### src/rtl/onehot_decoder_seq.sv
// -----------------------------------------------------------------------------
// onehot_decoder_seq
//
// Consumer-side companion of the 4-to-2 priority encoder. A binary code is
// accepted over a valid/ready handshake and regenerated as a one-hot strobe
// that is held for HOLD cycles, followed by GAP dead cycles before the next
// code is accepted. The encoder's "no input active" case arrives as in_zero
// and is replayed as an all-zero pattern with the same timing.
//
// Parameters
//   IN_W  code width; the output is OUT_W = 1 << IN_W lines wide
//   HOLD  cycles out/out_valid stay asserted per code (0 behaves as 1)
//   GAP   dead cycles after the hold phase before in_ready returns (0 allowed)
//
// Ports
//   clk        in   1      rising-edge clock
//   rst_n      in   1      synchronous active-low reset
//   in_valid   in   1      code (or zero flag) present
//   in_ready   out  1      block can accept a code (combinational, IDLE only)
//   in_code    in   IN_W   binary index to decode
//   in_zero    in   1      1: emit the all-zero pattern, in_code ignored
//   out        out  OUT_W  registered one-hot (or all-zero) pattern
//   out_valid  out  1      out holds a decoded pattern
//   done       out  1      pulse on the final hold cycle
//   busy       out  1      block is in HOLD or GAP
// -----------------------------------------------------------------------------
module onehot_decoder_seq #(
  parameter int IN_W = 2,
  parameter int HOLD = 3,
  parameter int GAP  = 1
) (
  input  logic                 clk,
  input  logic                 rst_n,
  input  logic                 in_valid,
  output logic                 in_ready,
  input  logic [IN_W-1:0]      in_code,
  input  logic                 in_zero,
  output logic [(1<<IN_W)-1:0] out,
  output logic                 out_valid,
  output logic                 done,
  output logic                 busy
);

  // ---------------------------------------------------------------------------
  // Derived constants
  // ---------------------------------------------------------------------------
  localparam int OUT_W    = 1 << IN_W;

  // A hold of zero cycles would make the code invisible, so it is treated as 1.
  localparam int HOLD_EFF = (HOLD < 1) ? 1 : HOLD;
  localparam int GAP_EFF  = (GAP  < 0) ? 0 : GAP;
  localparam bit HAS_GAP  = (GAP_EFF > 0);

  // One counter width serves both phases; the counters only ever load a
  // value below their phase length and count down, so they cannot wrap.
  localparam int CNT_MAX  = (HOLD_EFF > GAP_EFF) ? HOLD_EFF : GAP_EFF;
  localparam int CNT_W    = $clog2(CNT_MAX + 1);

  // Counters hold "cycles remaining after this one", hence the minus one.
  localparam logic [CNT_W-1:0] HOLD_LOAD = CNT_W'(HOLD_EFF - 1);
  localparam logic [CNT_W-1:0] GAP_LOAD  = CNT_W'(HAS_GAP ? GAP_EFF - 1 : 0);

  // ---------------------------------------------------------------------------
  // State
  // ---------------------------------------------------------------------------
  typedef enum logic [1:0] {
    S_IDLE = 2'd0,
    S_HOLD = 2'd1,
    S_GAP  = 2'd2
  } state_t;

  state_t           state_q;
  state_t           state_d;
  logic [CNT_W-1:0] hold_cnt;
  logic [CNT_W-1:0] gap_cnt;

  logic             accept;
  logic             hold_last;
  logic             gap_last;
  logic [OUT_W-1:0] decoded;

  // Every IN_W-bit code maps onto a line, so no range check is needed.
  assign decoded   = OUT_W'(1) << in_code;

  assign accept    = in_valid && in_ready;
  assign hold_last = (state_q == S_HOLD) && (hold_cnt == '0);
  assign gap_last  = (state_q == S_GAP)  && (gap_cnt  == '0);

  // ---------------------------------------------------------------------------
  // State register
  // ---------------------------------------------------------------------------
  // NOTE: sequential state is always written with <= so every register sees
  // the values from before the edge, independent of block ordering.
  always_ff @(posedge clk) begin
    if (!rst_n) begin
      state_q <= S_IDLE;
    end else begin
      state_q <= state_d;
    end
  end

  // ---------------------------------------------------------------------------
  // Next-state logic
  // ---------------------------------------------------------------------------
  // NOTE: state_d is given its default before the case so that no path leaves
  // it unassigned, which would otherwise infer a latch.
  always_comb begin
    state_d = state_q;
    unique case (state_q)
      S_IDLE: begin
        if (accept) begin
          state_d = S_HOLD;
        end
      end
      S_HOLD: begin
        if (hold_last) begin
          state_d = HAS_GAP ? S_GAP : S_IDLE;
        end
      end
      S_GAP: begin
        if (gap_last) begin
          state_d = S_IDLE;
        end
      end
      default: state_d = S_IDLE;
    endcase
  end

  // ---------------------------------------------------------------------------
  // Output logic (combinational status lines)
  // ---------------------------------------------------------------------------
  always_comb begin
    in_ready = (state_q == S_IDLE);
    busy     = (state_q != S_IDLE);
    done     = hold_last;
  end

  // ---------------------------------------------------------------------------
  // Datapath: pattern register, valid flag and phase counters
  // ---------------------------------------------------------------------------
  // The pattern is registered on the accepting edge so the strobe appears one
  // cycle after the handshake and stays glitch-free for the whole hold phase.
  // Clearing out/out_valid on the last hold edge means out_valid is high for
  // exactly HOLD_EFF cycles; GAP then only delays the return of in_ready.
  always_ff @(posedge clk) begin
    if (!rst_n) begin
      out       <= '0;
      out_valid <= 1'b0;
      hold_cnt  <= '0;
      gap_cnt   <= '0;
    end else begin
      unique case (state_q)
        S_IDLE: begin
          if (accept) begin
            out       <= in_zero ? '0 : decoded;
            out_valid <= 1'b1;
            hold_cnt  <= HOLD_LOAD;
          end
        end
        S_HOLD: begin
          if (hold_cnt != '0) begin
            hold_cnt <= hold_cnt - 1'b1;
          end else begin
            out       <= '0;
            out_valid <= 1'b0;
            gap_cnt   <= GAP_LOAD;
          end
        end
        S_GAP: begin
          if (gap_cnt != '0) begin
            gap_cnt <= gap_cnt - 1'b1;
          end
        end
        default: begin
          out       <= '0;
          out_valid <= 1'b0;
        end
      endcase
    end
  end

endmodule

### config.mk
export PLATFORM = sky130hd
export DESIGN_NAME = onehot_decoder_seq
export DESIGN_NICKNAME = d
export VERILOG_FILES = /design/src/rtl/onehot_decoder_seq.sv
export SDC_FILE = /design/constraint.sdc
export NUM_CORES = 1
export LEC_CHECK = 0
export BUFFER_PORTS_ARGS = -buffer_cell sky130_fd_sc_hd__clkbuf_2
export CORE_UTILIZATION = 29
export DETAILED_ROUTE_END_ITERATION = 10
export PLACE_DENSITY = 0.56
export SLEW_MARGIN = 15
export SYNTH_ARGS = -nofsm -noshare
export SYNTH_HDL_FRONTEND = slang
export SYNTH_SLANG_ARGS = --single-unit
### constraint.sdc
create_clock -name clk -period 2.57 [get_ports clk]
set_input_delay 0.1285 -clock clk [delete_from_list [all_inputs] [get_ports clk]]
set_output_delay 0.1285 -clock clk [all_outputs]
set_load 0.005 [all_outputs]
# Word level (Yosys, flattened, before mapping)
# Index checks and enable logic that the tools add are counted.
# word_totals
ff_bits,11
inputBits,6
wordCells,49
# classes
addsub,2
n_eq_ne,8
shifts,1
n_mux,17
n_bitwise,1
n_reduce_logical,15
# op_table
operator,count
2-to-1 mux 2 bit,7
2-to-1 mux 4 bit,3
one-hot mux 4 bit (3 select lines),1
AND reduction 3 bit,4
nonzero test 2 bit,5
one-hot mux 2 bit (2 select lines),2
logical NOT 2 bit,3
inequality test 2 x 1 -> 1 bit (second input constant),3
inequality test 2 bit (second input constant),3
one-hot mux 2 bit (3 select lines),1
<< shifter 1 x 2 -> 4 bit (first input constant),1
subtractor 2 x 1 -> 2 bit (second input constant),2
logical AND 1 bit,3
one-hot mux 1 bit (3 select lines),1
== test 2 x 1 -> 1 bit (second input constant),1
== test 2 bit (second input constant),1
2-to-1 mux 1 bit,2
NOT 1 bit,1

# Longest topological paths before layout
# depth
word_depth,4
ltp_mapped,5
ltp_nobuf,5

# Worst setup path after synthesis
# No wires, ideal clock.
# synth_path
path_type,register -> register
from,reg hold_cnt[0]
to,reg out[0]
setup_ns,0.119
arrival_ns,1.159
t_required_ns,2.451
slack_ns,1.292
path_stages_with_launch,6
synth_period_minus_slack_ns,1.278
cell_sequence,dfxtp_1 inv_1 ha_1 o21ai_0 nand2_4 mux2i_1
# synth_via
elab_chain_cells,3
# synth_lines
item,line,text
start: declaration,74,logic [CNT_W-1:0] hold_cnt;
start signal: assignment,162,hold_cnt <= hold_cnt - 1'b1;
nonzero test 2 bit,161,if (hold_cnt != '0) begin
inequality test 2 bit (no source line),--,
AND reduction 3 bit (no source line),--,
end signal: assignment,155,out <= in_zero ? '0 : decoded;
end: declaration,38,"output logic [(1<<IN_W)-1:0] out,"
# Every way passes these cells.
# A chain may end at the register's enable or synchronous reset.

# Final worst setup path
# layout_path
from,reg state_q[0]
to,out done
# layout_via
elab_chain_cells,2
# layout_lines
item,line,text
start: declaration,72,state_t state_q;
start signal: assignment,98,state_q <= state_d;
== test 2 x 1 -> 1 bit,86,assign hold_last = (state_q == S_HOLD) && (hold_cnt == '0);
logical AND 1 bit,86,
end: declaration,40,"output logic done,"
# Every way passes these cells.

==> flow_summary.ini <==
[run_status]
status = completed

[power_and_ir_drop]
p_leak_nw = 0.2836
ir_drop_mv = 0.3191
power_density_nw_per_um2 = 537.1

[worst_setup_path]
cpPeakStageDelay_ns = 0.65
critPathKind = reg -> out
required_ns = 2.44
crit_buf_inv = 1
critPathTopFamily = flip-flops
crit_fanout = 13
arrival_ns = 1.40
r2r_end = out[0]
r2r_slack_ns = 1.20
worstReg2RegStart = hold_cnt[0]
path_cells = nand2_1, nor2_1, clkbuf_2
end_kind = output pin
cp-start-kind = flop
slowest_stage = dfxtp_1
rr_worst_depth = 5

[grt]
grt_util_all_layers = 0.1131
antenna_found_initial = 0
grt_pass1_wl_mm = 1.759
grt_pass1_vias = 407
overflow = 0
grt_max_degree = 16

[clock_network]
cts.htree.levels = 1
cts_made_buffers = 3
worst_skew_pair.late_latency_ns = 0.27
cts_tree = built
post_cts_buffers = 0
cts-resized-gates = 0
clockBufferDepth = 2
cts-root-buf = clkbuf_4
clkTransAtPathRegs_ns = 0.07
ctsHoldBuffers = 0
cts_num_sinks = 11

[synthesis]
async_flop_share = 0
synthAdderAreaFrac = 0.04107
synth_top_area_frac = 0.3614
yosysMostFrequentCell = nand2_1
syn_inst = 68
yosys_warnings = 0
synth_compound_area_frac = 0.08830
syn-num-nets = 76
synth-seq-cells = 11
yosys-top-cells-count = nand2_1, dfxtp_1, mux2i_1
synth-xor-area-share = 0
synth_area_um2 = 609.3
synth-simple-area-share = 0.3368
yosysSeqAreaShare = 0.3614
synth_top_family_by_area = simple AND/OR/NAND/NOR gates
yosysTopAreaCell = dfxtp_1
synth-main-ff-cell = dfxtp_1
ys_types = 28
synthMuxAreaShare = 0.09856
yosys-top-cells-area = dfxtp_1, mux2i_1, nand2_1
syn_area_per_cell_um2 = 8.961
synth_edf_count = 0

[sta]
rsz0062_at_grt = false
drv_slew = 0
fin_crit_sh = 0.5961
tightest_slew_ns = 0.5146
setup_viol = 0
fin_skew_ns = 0.003616
fmaxAchievable_ghz = 0.6527
relSlewSlack = 0.6565
fin_crit_ns = 1.532
fin_hold_ws_ns = 0.1355
hold_violations = 0
tns_ns = 0

[route]
drt_iter0_drc = 10
drt-total-wl_mm = 1.097
wire_per_inst_um = 10.06
drc = 0
vias_per_cell = 4.532
first_pass_iters = 4
met2_length_um = 510
antenna_left = 0
wl_met3_um = 48
highest_layer = met4
vias = 494
wl_met1_um = 526

[worst_hold_path]
holdPathEnd = out[1]
min_path_type = in -> reg
hold_path_startpoint = in_code[0]
holdPathStages = 3

[floorplan]
fp.coreArea_um2 = 1962
initial_core_util = 0.3106
std_cell_rows = 16
io_pins = 14
die_area_um2 = 2289
die_h_um = 47.84
die_x_um = 47.84

[finish]
drive_gt1_frac = 0.2683
regArea_um2 = 220.2
fin_area_um2 = 708.2
multiInputGateArea_um2 = 344.1
fin_util = 0.3610
antenna-diode-count = 0
syn2layout_area_growth_pct = 16.22
final_nets = 91
fin_cells = 109
fill_cells = 236

[placed_design]
dpl_cell_area_um2 = 681.9
dp_hpwl_um = 811.5
io_buffers = 13
gp_congestion = 0.6539
placed_cells = 105

[run]
drv_cap = 0
## how the worst max path moves through the flow
| stage | from | slack (ns) | endpoint | cells past startpoint |
|---|---|---|---|---|
| after detailed placement | hold_cnt[0] | 1.20 | out[0] | 5 |
| after CTS | state_q[0] | 1.02 | done | 3 |
| after global routing | state_q[0] | 0.85 | done | 3 |
| after global placement | hold_cnt[0] | 1.21 | out[0] | 5 |
| final | state_q[0] | 1.04 | done | 3 |
| after floorplan | hold_cnt[0] | 1.29 | out[0] | 5 |
## state kept, by name (all words and copies together), names as in the netlist
signal,cells
state_q,2
out,4
out_valid,1
hold_cnt,2
gap_cnt,2
## stage by stage
step                power [mW]  setup WS [ns]
CTS                     0.3858          1.018
global placement        0.2647          1.208
floorplan               0.2467          1.292
finish                  0.3803          1.038
detailed placement      0.2662          1.204
global route            0.4045         0.8522
## cell usage in the layout (no fill, tap or decap)
master	count
inv_1	5
nand2_1	12
nor3b_1	1
clkbuf_1	1
ha_1	2
clkbuf_4	3
nand2_4	1
mux2i_1	6
nor4b_2	1
o21a_1	1
a31oi_1	1
nand2b_1	2
and2_1	1
o21ai_0	2
a21oi_1	3
or3b_4	1
nor2b_1	1
nor4_4	1
and2_0	1
dfxtp_1	11
nor4b_1	1
clkbuf_2	13
nor2_1	3
nor2_4	1
nor4bb_1	1
a21boi_0	1
or2_2	1
nand3_1	3
a21boi_1	1
## cell type report
type | instances | share of cell area
Clock buffer | 4 | 0.03710
Sequential cell | 11 | 0.3110
Tap cell | 27 | 0.04770
Multi-Input combinational cell | 49 | 0.4859
Timing Repair Buffer | 13 | 0.09187
Inverter | 5 | 0.02650
## where the power goes
group          switching, mW  internal, mW  total (mW)
clock                 0.0593        0.0600       0.119
combinational         0.0339        0.0346      0.0685
sequential            0.0131         0.179       0.193
## worst register-to-register path: cells and delay by family (launching register included)
| kind | cells | cell delay (ns) |
|---|---|---|
| buffers and inverters | 1 | 0.05 |
| muxes | 1 | 0.14 |
| adders and majority gates | 1 | 0.24 |
| AOI/OAI and AO/OA | 1 | 0.34 |
| DFF | 1 | 0.37 |
| and+or+nand+nor | 1 | 0.12 |
## cells by family after synthesis
group | after synthesis
simple gates | 32
compound gates | 9
flops | 11
fa+ha+maj | 2
mux | 6
buf+inv | 8
## per-layer routing
metal,GRT usage,vias to the layer above
met4,0.05000,0
met2,0.1514,8
met5,0,-
met1,0.1573,226
li1,-,258
met3,0.04528,2
No activity file was read; power rests on OpenSTA's default activity.
